==> config.mk <==
export PLATFORM = sky130hd
export DESIGN_NAME = anycore_store_queue_flat
export DESIGN_NICKNAME = d
export VERILOG_FILES = /design/src/rtl/anycore_store_queue_if.sv /design/src/rtl/anycore_store_queue.sv /design/src/flat_wrapper.sv
export SDC_FILE = /design/constraint.sdc
export NUM_CORES = 1
export LEC_CHECK = 0
export CORE_UTILIZATION = 60
export DETAILED_ROUTE_END_ITERATION = 8
export PLACE_DENSITY = 0.85
export SLEW_MARGIN = 10
export SYNTH_ARGS = -nofsm -noshare
export SYNTH_HDL_FRONTEND = slang
export SYNTH_SLANG_ARGS = --single-unit
==> constraint.sdc <==
create_clock -name clk -period 12.7 [get_ports clk]
set_input_delay 1.27 -clock clk [delete_from_list [all_inputs] [get_ports clk]]
set_output_delay 1.27 -clock clk [all_outputs]
set_load 0.005 [all_outputs]
==> src/rtl/anycore_store_queue_if.sv <==
// Store handshake bundle between the AnyCore store port, the store queue and the
// L1.5 request decoder. The queue uses the slave view; the environment uses the master view.
interface anycore_store_queue_if #(
    parameter int ST_ADDR_W = 40,
    parameter int DATA_W    = 64
);
    logic                 in_stvalid;
    logic [ST_ADDR_W-1:0] in_staddr;
    logic [DATA_W-1:0]    in_stdata;
    logic [2:0]           in_stsize;

    logic                 out_stvalid;
    logic [ST_ADDR_W-1:0] out_staddr;
    logic [DATA_W-1:0]    out_stdata;
    logic [2:0]           out_stsize;

    logic                 st_ack;

    modport slave (
        input  in_stvalid, in_staddr, in_stdata, in_stsize, st_ack,
        output out_stvalid, out_staddr, out_stdata, out_stsize
    );

    modport master (
        output in_stvalid, in_staddr, in_stdata, in_stsize, st_ack,
        input  out_stvalid, out_staddr, out_stdata, out_stsize
    );
endinterface

==> src/rtl/anycore_store_queue.sv <==
// Circular store queue: absorbs core stores, issues them one at a time as single-cycle
// pulses, holds the head until acknowledged, and flags loads that hit a pending store block.
module anycore_store_queue #(
    parameter int DEPTH     = 4,
    parameter int ST_ADDR_W = 40,
    parameter int LD_ADDR_W = 36,
    parameter int DATA_W    = 64
) (
    input  logic                    clk,
    input  logic                    rst_n,
    anycore_store_queue_if.slave    sq_if,
    output logic                    sq_full,
    output logic                    sq_empty,
    output logic [$clog2(DEPTH):0]  sq_count,
    input  logic                    ld_chk_valid,
    input  logic [LD_ADDR_W-1:0]    ld_chk_addr,
    output logic                    ld_hazard,
    output logic                    err_overflow,
    output logic                    err_spurious_ack
);
    localparam int PTR_W = $clog2(DEPTH);
    localparam int CNT_W = PTR_W + 1;

    typedef enum logic {
        ST_IDLE,
        ST_WAIT
    } state_t;

    state_t               state_q, state_d;
    logic [PTR_W-1:0]     rd_ptr_q, rd_ptr_d;
    logic [PTR_W-1:0]     wr_ptr_q, wr_ptr_d;
    logic [CNT_W-1:0]     count_q, count_d;
    logic                 out_stvalid_q, out_stvalid_d;
    logic [ST_ADDR_W-1:0] out_staddr_q, out_staddr_d;
    logic [DATA_W-1:0]    out_stdata_q, out_stdata_d;
    logic [2:0]           out_stsize_q, out_stsize_d;
    logic                 err_overflow_q, err_overflow_d;
    logic                 err_spurious_q, err_spurious_d;

    logic [ST_ADDR_W-1:0] mem_addr_q [DEPTH];
    logic [DATA_W-1:0]    mem_data_q [DEPTH];
    logic [2:0]           mem_size_q [DEPTH];

    logic                 push;
    logic                 pop;
    logic [DEPTH-1:0]     entry_vld;
    logic                 hit;

    // Status comes from the registered count only, so a pop never frees a slot in the same cycle.
    assign sq_full  = (count_q == CNT_W'(DEPTH));
    assign sq_empty = (count_q == '0);
    assign sq_count = count_q;

    assign push = sq_if.in_stvalid && !sq_full;
    assign pop  = (state_q == ST_WAIT) && sq_if.st_ack;

    // NOTE: every variable gets a default at the top of the block so no path can infer a latch.
    always_comb begin
        state_d        = state_q;
        rd_ptr_d       = rd_ptr_q;
        wr_ptr_d       = wr_ptr_q;
        count_d        = count_q;
        out_stvalid_d  = 1'b0;
        out_staddr_d   = out_staddr_q;
        out_stdata_d   = out_stdata_q;
        out_stsize_d   = out_stsize_q;
        err_overflow_d = err_overflow_q | (sq_if.in_stvalid && sq_full);
        err_spurious_d = err_spurious_q;

        if (push) wr_ptr_d = wr_ptr_q + PTR_W'(1);
        if (pop)  rd_ptr_d = rd_ptr_q + PTR_W'(1);

        unique case ({push, pop})
            2'b10:   count_d = count_q + CNT_W'(1);
            2'b01:   count_d = count_q - CNT_W'(1);
            default: count_d = count_q;
        endcase

        unique case (state_q)
            ST_IDLE: begin
                if (sq_if.st_ack) err_spurious_d = 1'b1;
                if (count_q != '0) begin
                    out_stvalid_d = 1'b1;
                    out_staddr_d  = mem_addr_q[rd_ptr_q];
                    out_stdata_d  = mem_data_q[rd_ptr_q];
                    out_stsize_d  = mem_size_q[rd_ptr_q];
                    state_d       = ST_WAIT;
                end
            end
            ST_WAIT: begin
                if (sq_if.st_ack) state_d = ST_IDLE;
            end
            default: state_d = ST_IDLE;
        endcase
    end

    // NOTE: sequential state is updated with non-blocking assignments only, so every flop sees pre-edge values.
    always_ff @(posedge clk or negedge rst_n) begin
        if (!rst_n) begin
            state_q        <= ST_IDLE;
            rd_ptr_q       <= '0;
            wr_ptr_q       <= '0;
            count_q        <= '0;
            out_stvalid_q  <= 1'b0;
            out_staddr_q   <= '0;
            out_stdata_q   <= '0;
            out_stsize_q   <= '0;
            err_overflow_q <= 1'b0;
            err_spurious_q <= 1'b0;
        end else begin
            state_q        <= state_d;
            rd_ptr_q       <= rd_ptr_d;
            wr_ptr_q       <= wr_ptr_d;
            count_q        <= count_d;
            out_stvalid_q  <= out_stvalid_d;
            out_staddr_q   <= out_staddr_d;
            out_stdata_q   <= out_stdata_d;
            out_stsize_q   <= out_stsize_d;
            err_overflow_q <= err_overflow_d;
            err_spurious_q <= err_spurious_d;
        end
    end

    // NOTE: entry storage is deliberately not reset; validity is tracked by the pointers and count.
    always_ff @(posedge clk) begin
        if (push) begin
            mem_addr_q[wr_ptr_q] <= sq_if.in_staddr;
            mem_data_q[wr_ptr_q] <= sq_if.in_stdata;
            mem_size_q[wr_ptr_q] <= sq_if.in_stsize;
        end
    end

    always_comb begin
        entry_vld = '0;
        for (int k = 0; k < DEPTH; k++) begin
            if (CNT_W'(k) < count_q) entry_vld[rd_ptr_q + PTR_W'(k)] = 1'b1;
        end
    end

    // The in-flight head stays in entry_vld until its ack edge, so a same-cycle pop still hazards.
    always_comb begin
        hit = push && (sq_if.in_staddr[ST_ADDR_W-1:4] == ld_chk_addr);
        for (int i = 0; i < DEPTH; i++) begin
            if (entry_vld[i] && (mem_addr_q[i][ST_ADDR_W-1:4] == ld_chk_addr)) hit = 1'b1;
        end
        ld_hazard = ld_chk_valid && hit;
    end

    assign sq_if.out_stvalid = out_stvalid_q;
    assign sq_if.out_staddr  = out_staddr_q;
    assign sq_if.out_stdata  = out_stdata_q;
    assign sq_if.out_stsize  = out_stsize_q;
    assign err_overflow      = err_overflow_q;
    assign err_spurious_ack  = err_spurious_q;
endmodule

==> src/flat_wrapper.sv <==
// flat-port wrapper written by rule: the top's interface ports become plain ports
module anycore_store_queue_flat 
#(
    parameter int DEPTH     = 4,
    parameter int ST_ADDR_W = 40,
    parameter int LD_ADDR_W = 36,
    parameter int DATA_W    = 64
)
  (clk, rst_n, sq_full, sq_empty, sq_count, ld_chk_valid, ld_chk_addr, ld_hazard, err_overflow, err_spurious_ack, sq_if_in_stvalid, sq_if_in_staddr, sq_if_in_stdata, sq_if_in_stsize, sq_if_st_ack, sq_if_out_stvalid, sq_if_out_staddr, sq_if_out_stdata, sq_if_out_stsize);
  anycore_store_queue_if #(.ST_ADDR_W(ST_ADDR_W), .DATA_W(DATA_W)) sq_if_i ();
  input  logic clk;
  input  logic rst_n;
  output logic sq_full;
  output logic sq_empty;
  output logic [$clog2(DEPTH):0] sq_count;
  input  logic ld_chk_valid;
  input  logic [LD_ADDR_W-1:0] ld_chk_addr;
  output logic ld_hazard;
  output logic err_overflow;
  output logic err_spurious_ack;
  input wire logic [$bits(sq_if_i.in_stvalid)-1:0] sq_if_in_stvalid;
  input wire logic [$bits(sq_if_i.in_staddr)-1:0] sq_if_in_staddr;
  input wire logic [$bits(sq_if_i.in_stdata)-1:0] sq_if_in_stdata;
  input wire logic [$bits(sq_if_i.in_stsize)-1:0] sq_if_in_stsize;
  input wire logic [$bits(sq_if_i.st_ack)-1:0] sq_if_st_ack;
  output wire logic [$bits(sq_if_i.out_stvalid)-1:0] sq_if_out_stvalid;
  output wire logic [$bits(sq_if_i.out_staddr)-1:0] sq_if_out_staddr;
  output wire logic [$bits(sq_if_i.out_stdata)-1:0] sq_if_out_stdata;
  output wire logic [$bits(sq_if_i.out_stsize)-1:0] sq_if_out_stsize;
  assign sq_if_i.in_stvalid = sq_if_in_stvalid;
  assign sq_if_i.in_staddr = sq_if_in_staddr;
  assign sq_if_i.in_stdata = sq_if_in_stdata;
  assign sq_if_i.in_stsize = sq_if_in_stsize;
  assign sq_if_i.st_ack = sq_if_st_ack;
  assign sq_if_out_stvalid = sq_if_i.out_stvalid;
  assign sq_if_out_staddr = sq_if_i.out_staddr;
  assign sq_if_out_stdata = sq_if_i.out_stdata;
  assign sq_if_out_stsize = sq_if_i.out_stsize;
  anycore_store_queue #(.DEPTH(DEPTH), .ST_ADDR_W(ST_ADDR_W), .LD_ADDR_W(LD_ADDR_W), .DATA_W(DATA_W)) u_core (.clk(clk), .rst_n(rst_n), .sq_if(sq_if_i), .sq_full(sq_full), .sq_empty(sq_empty), .sq_count(sq_count), .ld_chk_valid(ld_chk_valid), .ld_chk_addr(ld_chk_addr), .ld_hazard(ld_hazard), .err_overflow(err_overflow), .err_spurious_ack(err_spurious_ack));
endmodule
==> run_results.csv <==
group,metric,value,unit
run_status,status,"completed",
clock_tree,post_cts_buffers,0,
layout,stdcell_count,1931,
power_and_ir_drop,clkPwrFrac,26.1,%
global_route,antenna_found_initial,14,
drt,viasPerCell,6.01,
sta,rsz0062_at_grt,"no",
worst_setup_path,critPathMaxStageDelay,0.54,ns
sta,tns,0,ns
worst_setup_path,cp_cell_sequence,"clkdlybuf4s50_1, xnor2_1, nand4_1, nor4_1, nand4_1, a2111oi_2, o41a_1, clkdlybuf4s50_1",
worst_hold_path,hold_depth,1,
drt,route.detailed.drc,0,
clock_tree,tritoncts,"yes",
power_and_ir_drop,intPower,0.00448,W
sta,worst_pin_slew,1.09,ns
floorplanning,core,0.0366,mm2
global_route,grt_pass1_vias,12129,
clock_tree,cts_inserted_buffers,54,
worst_setup_path,slowest_stage,"clkdlybuf4s50_1",
place,hpwl,33700,um
floorplanning,fp-row-count,70,
power_and_ir_drop,p_switching,0.00174,W
sta,hold_violations,0,
global_route,grt_max_degree,67,
floorplanning,die-area,0.0380,mm2
sta,max_freq,185,MHz
clock_tree,h-tree-depth,2,
clock_tree,clock_latency,0.59,ns
worst_hold_path,hold_end,"u_core.err_spurious_ack$_DFFE_PN0P_",
drt,ant_nets,0,
floorplanning,die_w,195,um
worst_setup_path,start_kind,"primary input",
global_route,grt_pass1_wl,76500,um
clock_tree,cts_root_buffer,"clkbuf_16",
synth,syn_inst,1151,
worst_setup_path,r2r-start,"u_core.sq_count[1]$_DFFE_PN0P_",
place,dp_slack,7.37,ns
sta,finalClockSkew,0.0165,ns
synth,avgSynthCellArea,19.4,um2
clock_tree,path_clk_slew,0.06,ns
worst_setup_path,rr_worst_depth,6,
clock_tree,hold_buffers,0,
worst_setup_path,reg2reg_slack,9.04,ns
place,gp_congestion,1.04,
drt,drt_wl_total,51300,um
clock_tree,cts_num_sinks,546,
power_and_ir_drop,swShare,28.0,%
drt,drt_iter0_markers,811,
sta,finalCriticalPeriod,5.40,ns
flow_run,maxCapViolCount,0,
power_and_ir_drop,powerDensity,229,mW/mm2
synth,ys_ff_latch,546,
floorplanning,ios,264,
clock_tree,clockBufferDepth,3,
synth,syn_area,0.0223,mm2
sta,slew_violations,0,
global_route,grt-ovfl-total,0,
layout,syn_to_final_growth,21.6,%
layout,num-nets-final,1571,
place,port_buffers,263,
power_and_ir_drop,comb_power_share,30.2,%
floorplanning,start_util,60.9,%
worst_hold_path,hold_start,"u_core.err_spurious_ack$_DFFE_PN0P_",
layout,drive_gt1_share,22.3,%
synth,synth.distinct_cells,36,
place,place_inst,1821,
sta,setup_slack,7.30,ns
sta,setup_viol,0,
worst_setup_path,worstPathArrival,4.13,ns
worst_setup_path,critPathKind,"in2out",
global_route,track_usage,27.8,%
power_and_ir_drop,vdd_drop_max,220,uV
power_and_ir_drop,sequentialPowerShare,43.7,%
sta,slew_headroom,27.4,%
clock_tree,post_cts_resize_count,0,
layout,final_util,74.1,%
worst_setup_path,worstPathRequired,11.43,ns
worst_setup_path,critPathMaxFanout,5,
floorplanning,die_height,195,um
synth,syn-num-nets,1313,
drt,via_count,11612,
worst_setup_path,r2r-end,"u_core.mem_size_q[1][2]$_DFFE_PP_",
synth,seq_area_frac_synth,70.8,%
drt,first_pass_iters,5,
sta,timing.final.crit_share,42.5,%
synth,ys.warnings.count,0,
worst_setup_path,end_kind,"primary output",
worst_hold_path,hold_class,"reg2reg",
drt,wire_per_inst,26.6,um
power_and_ir_drop,p_leak,9.24,nW
-- area by class of cell --
type | count | area [um2]
fill | 2156 | 9480
inverter | 11 | 41.3
multi-input combinational | 520 | 6100
sequential | 546 | 15800
antenna | 9 | 22.5
timing repair buffer | 276 | 2730
tap | 468 | 586
clock buffer | 79 | 1570
clock inverter | 22 | 265
-- worst max-delay path: cells and delay by family --
kind / cells / cell delay [ns]
XOR/XNOR: 1 / 0.34
AND/OR/NAND/NOR: 3 / 0.88
buffers and inverters: 2 / 1.06
AO/OA/AOI/OAI: 2 / 0.59
-- power groups by stage --
stage	clock, W	combinational, W	sequential (W)
after floorplan	0	0.00116	0.00266
after global placement	0	0.00185	0.00272
after detailed placement	0	0.00189	0.00276
after CTS	0.00165	0.00190	0.00273
after global routing	0.00172	0.00200	0.00277
final	0.00162	0.00188	0.00272
-- cell usage in the layout (no fill, tap or decap), types with 7 or more instances in the layout --
master and n:
edfxtp_1 428, clkdlybuf4s50_1 262, dfrtp_1 116, mux4_2 107
mux2_2 107, xnor2_1 99, xor2_1 83, clkbuf_16 55
nor4_1 26, nand4_1 26, ha_1 14, clkbuf_1 14
buf_4 13, inv_1 11, a21oi_1 11, clkinv_2 10
clkbuf_8 10, diode_2 9, nand3_1 7
-- synth_stat cells, drive strengths merged --
cell type / count / area share, %
nand3: 7 / 0.16
o21ai: 4 / 0.090
buf: 46 / 1.2
o22ai: 1 / 0.028
o21bai: 1 / 0.034
edfxtp: 428 / 58
a2111oi: 1 / 0.067
o41a: 1 / 0.050
o32a: 2 / 0.090
xnor2: 102 / 4.1
a21boi: 1 / 0.050
nor2b: 1 / 0.028
nand2: 6 / 0.10
mux2i: 1 / 0.045
and2: 5 / 0.14
mux4: 107 / 11
a21oi: 11 / 0.25
o21ba: 1 / 0.045
mux2: 107 / 5.4
a21o: 2 / 0.067
clkbuf: 28 / 0.47
nor2: 6 / 0.11
ha: 14 / 0.79
xor2: 83 / 3.3
nand4: 26 / 0.73
a311oi: 1 / 0.039
nor3: 2 / 0.045
inv: 11 / 0.19
dfrtp: 118 / 13
nor4: 26 / 0.73
o31ai: 1 / 0.034
-- through the flow --
step	cell area (um2)	hold WS [ns]	total power [W]
final	27100	0.453	0.00622
after CTS	27100	0.457	0.00628
after global routing	27100	0.468	0.00649
after floorplan	22300	0.451	0.00383
after global placement	25300	0.438	0.00458
after detailed placement	25300	0.446	0.00464
-- per-layer routing --
layer,GRT usage [%],vias to the layer above,routed length (um)
met1,38.2,6053,20900
met5,0,-,67
met4,8.72,10,1260
met2,44.2,470,25200
li1,-,4995,-
met3,6.94,84,3930
-- worst max path at each step --
stage,to,startpoint,cells after the start,slack [ns]
2_1_floorplan,u_core.mem_addr_q[0][0]$_DFFE_PP_,sq_if_in_stvalid,2,8.15
3_5_place_dp,ld_hazard,ld_chk_addr[6],8,7.37
5_1_grt,ld_hazard,ld_chk_addr[6],8,7.25
6_report,ld_hazard,ld_chk_addr[6],8,7.30
4_1_cts,ld_hazard,ld_chk_addr[6],8,7.37
3_3_place_gp,ld_hazard,ld_chk_addr[6],8,7.50
-- sequential cells by signal, indices dropped and copies added, names as in the netlist --
signal                    flops
u_core.mem_addr_q           160
u_core.sq_if.out_stvalid      1
u_core.mem_data_q           256
u_core.sq_if.out_stdata      64
u_core.wr_ptr_q               2
u_core.err_spurious_ack       1
u_core.rd_ptr_q               2
u_core.sq_count               3
u_core.err_overflow           1
u_core.mem_size_q            12
u_core.sq_if.out_stsize       3
u_core.state_q                1
u_core.sq_if.out_staddr      40
-- kinds of logic after synthesis --
group,Yosys count,synth area share [%]
compound gates,27,0.841
xor+xnor,185,7.36
fa+ha+maj,14,0.785
buf+inv,85,1.89
flops,546,70.8
mux,215,16.2
simple gates,79,2.04
Power figures use the tool's default switching activity.
